--- config.mk ---
export PLATFORM = sky130hd
export DESIGN_NAME = serial_adder_sub_flat
export DESIGN_NICKNAME = d
export VERILOG_FILES = /design/src/rtl/serial_adder_sub_if.sv /design/src/rtl/serial_adder_sub.sv /design/src/flat_wrapper.sv
export SDC_FILE = /design/constraint.sdc
export NUM_CORES = 1
export LEC_CHECK = 0
export ABC_AREA = 0
export ABC_CLOCK_PERIOD_IN_PS = 1700
export CAP_MARGIN = 20
export CORE_MARGIN = 3
export CORE_UTILIZATION = 50
export DETAILED_ROUTE_END_ITERATION = 10
export PLACE_DENSITY = 0.87
export SYNTH_ARGS = -nofsm -noshare
export SYNTH_HDL_FRONTEND = slang
export SYNTH_SLANG_ARGS = --single-unit
export TNS_END_PERCENT = 10
--- constraint.sdc ---
create_clock -name clk -period 1.7 [get_ports clk]
set_input_delay 0.17 -clock clk [delete_from_list [all_inputs] [get_ports clk]]
set_output_delay 0.17 -clock clk [all_outputs]
set_load 0.05 [all_outputs]
--- src/rtl/serial_adder_sub_if.sv ---
// Operand/result bundle for the serial adder/subtractor: the requester drives
// start/sub/a/b, the adder returns busy/done/sum/cout/ovf.
interface serial_adder_sub_if #(
    parameter int WIDTH = 8
);
    logic             start;
    logic             sub;
    logic [WIDTH-1:0] a;
    logic [WIDTH-1:0] b;
    logic             busy;
    logic             done;
    logic [WIDTH-1:0] sum;
    logic             cout;
    logic             ovf;

    modport master (
        output start, sub, a, b,
        input  busy, done, sum, cout, ovf
    );

    modport slave (
        input  start, sub, a, b,
        output busy, done, sum, cout, ovf
    );
endinterface

--- src/rtl/serial_adder_sub.sv ---
// Multi-cycle two's-complement adder/subtractor: BITS_PER_CYC bits per clock
// through a ripple slice, with the carry registered between slices.
module serial_adder_sub #(
    parameter int WIDTH        = 8,
    parameter int BITS_PER_CYC = 1
) (
    input  logic               clk,
    input  logic               rst_n,
    serial_adder_sub_if.slave  bus
);
    localparam int K  = BITS_PER_CYC;
    localparam int N  = WIDTH / BITS_PER_CYC;
    localparam int CW = $clog2(N + 1);

    typedef enum logic [0:0] {
        IDLE = 1'b0,
        RUN  = 1'b1
    } state_t;

    state_t           r_state;
    logic [WIDTH-1:0] r_a;
    logic [WIDTH-1:0] r_b;
    logic             r_carry;
    logic [CW-1:0]    r_cnt;
    logic             r_aMsb;
    logic             r_bMsb;
    logic [WIDTH-1:0] r_sum;
    logic             r_busy;
    logic             r_done;
    logic             r_cout;
    logic             r_ovf;

    logic [K:0]       w_slice;
    logic [WIDTH-1:0] w_sumNext;
    logic             w_lastSlice;

    assign w_slice     = {1'b0, r_a[K-1:0]} + {1'b0, r_b[K-1:0]} + {{K{1'b0}}, r_carry};
    assign w_lastSlice = (r_cnt == CW'(N - 1));

    // Slice bits enter the result from the MSB end so the low slice ends up at bit 0.
    if (K == WIDTH) begin : g_fullSlice
        assign w_sumNext = w_slice[K-1:0];
    end else begin : g_partSlice
        assign w_sumNext = {w_slice[K-1:0], r_sum[WIDTH-1:K]};
    end

    always_ff @(posedge clk or negedge rst_n) begin
        if (!rst_n) begin
            r_state <= IDLE;
            r_a     <= '0;
            r_b     <= '0;
            r_carry <= 1'b0;
            r_cnt   <= '0;
            r_aMsb  <= 1'b0;
            r_bMsb  <= 1'b0;
            r_sum   <= '0;
            r_busy  <= 1'b0;
            r_done  <= 1'b0;
            r_cout  <= 1'b0;
            r_ovf   <= 1'b0;
        end else begin
            case (r_state)
                IDLE: begin
                    r_done <= 1'b0;
                    if (bus.start) begin
                        // Subtraction is a + ~b + 1, the +1 entering as the initial carry.
                        r_a     <= bus.a;
                        r_b     <= bus.sub ? ~bus.b : bus.b;
                        r_carry <= bus.sub;
                        r_cnt   <= '0;
                        r_aMsb  <= bus.a[WIDTH-1];
                        r_bMsb  <= bus.sub ? ~bus.b[WIDTH-1] : bus.b[WIDTH-1];
                        r_busy  <= 1'b1;
                        r_state <= RUN;
                    end
                end
                RUN: begin
                    r_a     <= r_a >> K;
                    r_b     <= r_b >> K;
                    r_sum   <= w_sumNext;
                    r_carry <= w_slice[K];
                    r_cnt   <= r_cnt + CW'(1);
                    if (w_lastSlice) begin
                        r_state <= IDLE;
                        r_busy  <= 1'b0;
                        r_done  <= 1'b1;
                        r_cout  <= w_slice[K];
                        r_ovf   <= (r_aMsb == r_bMsb) && (w_sumNext[WIDTH-1] != r_aMsb);
                    end
                end
                default: begin
                    r_state <= IDLE;
                    r_busy  <= 1'b0;
                end
            endcase
        end
    end

    assign bus.busy = r_busy;
    assign bus.done = r_done;
    assign bus.sum  = r_sum;
    assign bus.cout = r_cout;
    assign bus.ovf  = r_ovf;
endmodule
--- src/flat_wrapper.sv ---
// flat-port wrapper written by rule: the top's interface ports become plain ports
module serial_adder_sub_flat 
#(
    parameter int WIDTH        = 8,
    parameter int BITS_PER_CYC = 1
)
  (clk, rst_n, bus_start, bus_sub, bus_a, bus_b, bus_busy, bus_done, bus_sum, bus_cout, bus_ovf);
  serial_adder_sub_if #(.WIDTH(WIDTH)) bus_i ();
  input  logic clk;
  input  logic rst_n;
  input wire logic [$bits(bus_i.start)-1:0] bus_start;
  input wire logic [$bits(bus_i.sub)-1:0] bus_sub;
  input wire logic [$bits(bus_i.a)-1:0] bus_a;
  input wire logic [$bits(bus_i.b)-1:0] bus_b;
  output wire logic [$bits(bus_i.busy)-1:0] bus_busy;
  output wire logic [$bits(bus_i.done)-1:0] bus_done;
  output wire logic [$bits(bus_i.sum)-1:0] bus_sum;
  output wire logic [$bits(bus_i.cout)-1:0] bus_cout;
  output wire logic [$bits(bus_i.ovf)-1:0] bus_ovf;
  assign bus_i.start = bus_start;
  assign bus_i.sub = bus_sub;
  assign bus_i.a = bus_a;
  assign bus_i.b = bus_b;
  assign bus_busy = bus_i.busy;
  assign bus_done = bus_i.done;
  assign bus_sum = bus_i.sum;
  assign bus_cout = bus_i.cout;
  assign bus_ovf = bus_i.ovf;
  serial_adder_sub #(.WIDTH(WIDTH), .BITS_PER_CYC(BITS_PER_CYC)) u_core (.clk(clk), .rst_n(rst_n), .bus(bus_i));
endmodule
==> results.py, run 1 <==
metrics = {
    "timing": {
        "final.setup.tns_ps": 0,
        "setup_viol": 0,
        "rsz0062_at_grt": "false",
        "max_freq_mhz": 674,
        "skew_ps": 5.36,
        "min_period_over_period_pct": 87.3,
        "drv_slew": 0,
        "worst_slew_pin_slew_ps": 501,
        "relSlewSlack_pct": 66.5,
        "hold_viol_final": 0,
        "post-route-min-period_ps": 1480,
    },
    "clock_tree": {
        "cts_tree": "yes",
        "htree_levels": 2,
        "cts-hold-fix-buffers": 0,
        "cts_resized": 8,
        "clock_latency_ps": 340,
        "clock-sinks": 36,
        "post_cts_buffers": 0,
        "clock_path_buffers": 2,
        "root_buffer": "clkbuf_4",
        "numCtsBuffers": 5,
        "path_clk_slew_ps": 100,
    },
    "layout": {
        "layout-drive-gt1-share_pct": 8.24,
        "antenna_cells": 0,
        "fillers": 253,
        "fin_nets": 192,
        "syn_to_final_growth_pct": 24.0,
        "fin_util_pct": 65.3,
    },
    "synthesis": {
        "synthFlopType": "dfrtp_1",
        "yosys_warnings": 0,
        "synth_cell_types": 21,
        "netlist_area_um2": 1620,
        "synth-edff-count": 0,
        "ys_seq_area_share_pct": 55.6,
        "synthCells": 135,
        "ys_ff_latch": 36,
        "synth_nets": 157,
        "synth.avg_cell_area_um2": 12.0,
        "synth-async-reset-ratio_pct": 100,
    },
    "routing": {
        "ant_nets": 0,
        "drt-vias-per-instance": 5.05,
        "wl_per_cell_um": 13.5,
        "wl_um": 2880,
        "drtIter0Drc": 35,
        "dr_total_vias": 1080,
        "dr.pass1.iters": 4,
        "remaining_drc_errors": 0,
    },
    "placement": {
        "place.gp.congestion": 0.748,
        "hpwl_um": 2120,
        "portBuffers": 31,
    },
    "floorplanning": {
        "core_um2": 3080,
        "floorplan.initialDensity_pct": 52.7,
        "die_h_um": 63.0,
        "dieArea_um2": 3960,
        "fp.dieW_um": 63.0,
        "top_level_ports": 32,
        "num_rows": 20,
    },
    "run": {
        "cap_violations": 0,
    },
    "critical_path": {
        "critPathKind": "reg2reg",
        "crit_path_end_kind": "register",
        "crit_required_ps": 1930,
        "worst_setup_path_start_kind": "register",
        "path_max_fanout": 3,
        "cp.arrival_ps": 1720,
    },
    "global_route": {
        "grt_pass1_vias": 1109,
        "grt_pass1_wl_um": 4970,
        "grt_use_total_pct": 16.0,
        "overflow": 0,
        "grt_max_degree": 37,
        "antenna_found_initial": 0,
    },
    "pwr": {
        "cellPowerDensity_nw_per_um2": 1720,
        "cellLeakagePower_nw": 0.985,
        "ir_drop_v": 0.00126,
        "total_power_w": 0.00345,
    },
    "worst_hold_path": {
        "hp-class": "in2async",
    },
    "outcome": {
        "status": "finished clean",
    },
}
==> through the flow <==
step | worst slack (ps) | area, um2 | hold WS, ps | instances
final | 215 | 2010 | 227 | 214
after CTS | 11.2 | 2010 | 233 | 214
after global routing | 167 | 2010 | 254 | 214
after detailed placement | 219 | 1970 | 480 | 207
after floorplan | 312 | 1620 | -126 | 135
after global placement | 268 | 1970 | 465 | 207
==> layer usage <==
metal  global-route usage, %  vias up  wire, um
li1                        -      531         -
met5                       0        -         0
met3                    5.76        3       137
met1                    20.2      527      1270
met4                    4.96        0        31
met2                    25.6       19      1440
==> cell usage after synthesis (3+ instances only) <==
library cell | number | area [um2]
o21ai_1 | 16 | 80.1
mux2i_1 | 17 | 170
nor2_1 | 5 | 18.8
a22o_1 | 3 | 26.3
buf_4 | 4 | 30.0
dfrtp_1 | 36 | 901
xor2_1 | 8 | 70.1
mux2_1 | 10 | 113
nand2_1 | 18 | 67.6
buf_2 | 4 | 20.0
==> logic make-up (layout without fill, tap and decap cells) <==
| group | after synthesis | count (layout) | share of synthesized area, % |
|---|---|---|---|
| flops | 36 | 36 | 55.6 |
| simple gates | 28 | 28 | 7.95 |
| compound gates | 24 | 24 | 8.57 |
| fa+ha+maj | 2 | 2 | 2.01 |
| mux | 27 | 27 | 17.4 |
| xor+xnor | 10 | 10 | 5.40 |
| buf+inv | 8 | 43 | 3.09 |
==> sequential cells by signal, summed over array words and instances (netlist names) <==
register	count
u_core.bus.busy	1
u_core.bus.cout	1
u_core.bus.done	1
u_core.bus.ovf	1
u_core.bus.sum	8
u_core.r_a	8
u_core.r_aMsb	1
u_core.r_b	8
u_core.r_bMsb	1
u_core.r_carry	1
u_core.r_cnt	4
u_core.r_state	1
==> worst paths after layout <==
check,start,to,slack (ps),cells past startpoint
hold reg to reg,u_core.bus.busy,u_core.bus.busy,490,1
max in group asynchronous,rst_n,u_core.bus.sum[2],1160,2
setup reg to reg,u_core.r_carry,u_core.bus.ovf,220,4
setup / recovery,u_core.r_carry,u_core.bus.ovf,220,4
hold / removal,rst_n,u_core.r_b[5],230,2
min in group clk,bus_a[2],u_core.r_a[2],460,3
==> cells in the final DEF (no fill, tap or decap) <==
cell type	count
dlymetal6s2s_1	2
a211oi_1	1
nor2_1	5
buf_4	7
ha_1	1
a21oi_1	2
nand3_1	1
and3b_1	1
nand4b_2	1
o21ai_1	16
clkbuf_4	5
dlygate4sd2_1	8
clkdlybuf4s50_1	19
fa_1	1
and2b_1	1
o21a_1	2
clkinv_2	1
nand2b_1	1
dfrtp_1	36
xnor2_1	2
nand2_1	18
xor2_1	8
mux2_1	10
a22o_1	3
clkbuf_1	1
mux2i_1	17
==> final cells by class <==
type / instances / area (um2) / area share (%)
sequential: 36 / 901 / 44.8
multi-input combinational: 91 / 671 / 33.4
timing repair buffer: 36 / 338 / 16.8
tap: 44 / 55.1 / 2.74
clock buffer: 6 / 41.3 / 2.05
clock inverter: 1 / 5.00 / 0.249
==> report_power, final <==
group	internal [W]	switching, W
registers	0.00121	0.000269
logic	0.000616	0.000936
clock network	0.000152	0.000268
total	0.00198	0.00147
==> critical path, cell delays in order (launching register included) <==
cell	delay, ps
dfrtp_1	420
fa_1	590
and3b_1	180
a21oi_1	120
o21ai_1	70
Note: power is estimated with default switching activity, not from simulation.
==> run 2: changes to the inputs <==
--- a/config.mk
+++ b/config.mk
@@ -10,8 +10,10 @@
 export CAP_MARGIN = 20
 export CORE_MARGIN = 3
 export CORE_UTILIZATION = 50
+export CTS_CLUSTER_DIAMETER = 30
 export DETAILED_ROUTE_END_ITERATION = 10
 export PLACE_DENSITY = 0.87
+export SKIP_CTS_REPAIR_TIMING = 1
 export SYNTH_ARGS = -nofsm -noshare
 export SYNTH_HDL_FRONTEND = slang
 export SYNTH_SLANG_ARGS = --single-unit
==> run 2 against run 1 <==
  * Wire length is 0.87% higher
  * Final cell count did not move
  * Sequential power about the same
  * Critical path depth stayed put
  * Utilization grew 0.98 points
  * Largest cell class unchanged
  * Total power is 1.6% higher
  * Worst hold slack about the same
==> results.py, run 2 (synthesized netlist as in run 1, its figures left out) <==
metrics = {
    "critical_path": {
        "worst_setup_path_start_kind": "register",
        "crit_path_top_delay_cell": "fa_1",
        "crit_required_ps": 1930,
        "crit_buf_inv": 0,
        "cp.arrival_ps": 1720,
        "path_max_fanout": 3,
        "crit_family": "adder cells",
        "crit_path_cell_trace": "fa_1 > and3b_1 > a21oi_1 > o21ai_1",
        "cpPeakStageDelay_ps": 590,
        "critPathKind": "reg2reg",
        "crit_path_end_kind": "register",
    },
    "timing": {
        "hold_slack_ps": 227,
        "fin_ws_ps": 216,
        "max_freq_mhz": 674,
        "skew_ps": 4.90,
        "post-route-min-period_ps": 1480,
        "rsz0062_at_grt": "false",
        "relSlewSlack_pct": 65.0,
        "hold_viol_final": 0,
        "setup_viol": 0,
        "drv_slew": 0,
        "min_period_over_period_pct": 87.3,
        "worst_slew_pin_slew_ps": 524,
    },
    "global_route": {
        "antenna_found_initial": 0,
        "grt_use_total_pct": 16.0,
        "overflow": 0,
        "grt_pass1_wl_um": 4970,
        "grt_pass1_vias": 1109,
        "grt_max_degree": 37,
    },
    "routing": {
        "drtIter0Drc": 26,
        "wl_um": 2910,
        "dr_wl_met3_um": 138,
        "wl_per_cell_um": 13.6,
        "wl_met1_um": 1270,
        "dr.pass1.iters": 4,
        "ant_nets": 0,
        "dr_total_vias": 1083,
        "remaining_drc_errors": 0,
        "topRoutingLayerUsed": "met4",
        "drt-vias-per-instance": 5.06,
        "wl_met2_um": 1470,
    },
    "outcome": {
        "status": "finished clean",
    },
    "layout": {
        "final_area_um2": 2040,
        "antenna_cells": 0,
        "fillers": 242,
        "mostFrequentLayoutCell": "dfrtp_1",
        "mostFrequentLayoutCells": "36 x dfrtp_1, 19 x clkdlybuf4s50_1, 18 x nand2_1",
        "fin_nets": 192,
        "fin_util_pct": 66.3,
        "syn_to_final_growth_pct": 25.8,
        "layout-drive-gt1-share_pct": 8.24,
    },
    "clock_tree": {
        "root_buffer": "clkbuf_4",
        "cts_tree": "yes",
        "htree_levels": 2,
        "numCtsBuffers": 5,
        "clock-sinks": 36,
        "clock_path_buffers": 2,
        "path_clk_slew_ps": 100,
        "clock_latency_ps": 340,
    },
    "floorplanning": {
        "top_level_ports": 32,
        "die_h_um": 63.0,
        "num_rows": 20,
        "floorplan.initialDensity_pct": 52.7,
        "fp.dieW_um": 63.0,
        "core_um2": 3080,
        "dieArea_um2": 3960,
    },
    "pwr": {
        "ir_drop_v": 0.00132,
        "cellLeakagePower_nw": 1.06,
        "total_power_w": 0.00351,
        "cellPowerDensity_nw_per_um2": 1720,
    },
    "placement": {
        "place.gp.congestion": 0.748,
        "placed_area_um2": 1970,
        "portBuffers": 31,
        "pre_cts_ws_ps": 219,
        "hpwl_um": 2120,
    },
    "worst_hold_path": {
        "hp-class": "in2async",
    },
    "run": {
        "cap_violations": 0,
    },
}
[run 2: worst paths after layout]
| path | from | endpoint | slack, ps | depth (start not counted) |
|---|---|---|---|---|
| worst min register to register | u_core.bus.busy | u_core.bus.busy | 490 | 1 |
| worst max register to register | u_core.r_carry | u_core.bus.ovf | 220 | 4 |
| max in group asynchronous | rst_n | u_core.bus.sum[2] | 1160 | 2 |
| worst max-delay path | u_core.r_carry | u_core.bus.ovf | 220 | 4 |
| min in group clk | bus_a[2] | u_core.r_a[2] | 460 | 3 |
| worst min-delay path | rst_n | u_core.r_b[5] | 230 | 2 |
[run 2: through the flow]
step,cells,setup TNS (ps)
2_1_floorplan,135,0
6_report,214,0
3_3_place_gp,207,0
3_5_place_dp,207,0
4_1_cts,214,-148
5_1_grt,214,0
[run 2: where the power goes]
part           total (W)  internal, W  switching [W]  leakage [nW]
logic            0.00161     0.000668       0.000938         0.575
registers        0.00148      0.00121       0.000269         0.461
clock network   0.000420     0.000152       0.000268        0.0281
total            0.00351      0.00203        0.00147          1.06
[run 2: final cells by class]
| type | count | area (um2) | share of cell area (%) |
|---|---|---|---|
| Tap cell | 44 | 55.1 | 2.70 |
| Sequential cell | 36 | 901 | 44.1 |
| Multi-Input combinational cell | 91 | 671 | 32.9 |
| Timing Repair Buffer | 36 | 368 | 18.0 |
| Clock buffer | 6 | 41.3 | 2.02 |
| Clock inverter | 1 | 5.00 | 0.245 |
[run 2: metal layers]
layer	global-route usage, %	vias up
li1	-	531
met1	20.2	530
met2	25.6	19
met3	5.76	3
met4	4.96	0
met5	0	-
[run 2: worst reg2reg max path, stage by stage (launching register included)]
cell and delay, ps:
dfrtp_1 420, fa_1 590, and3b_1 180, a21oi_1 120, o21ai_1 70
==> run 3: changes to the inputs <==
--- a/config.mk
+++ b/config.mk
@@ -6,7 +6,6 @@
 export NUM_CORES = 1
 export LEC_CHECK = 0
 export ABC_AREA = 0
-export ABC_CLOCK_PERIOD_IN_PS = 1700
 export CAP_MARGIN = 20
 export CORE_MARGIN = 3
 export CORE_UTILIZATION = 50
==> results of run 3 <==
Same layout as run 2: the final DEF is identical, and so are final timing and power.
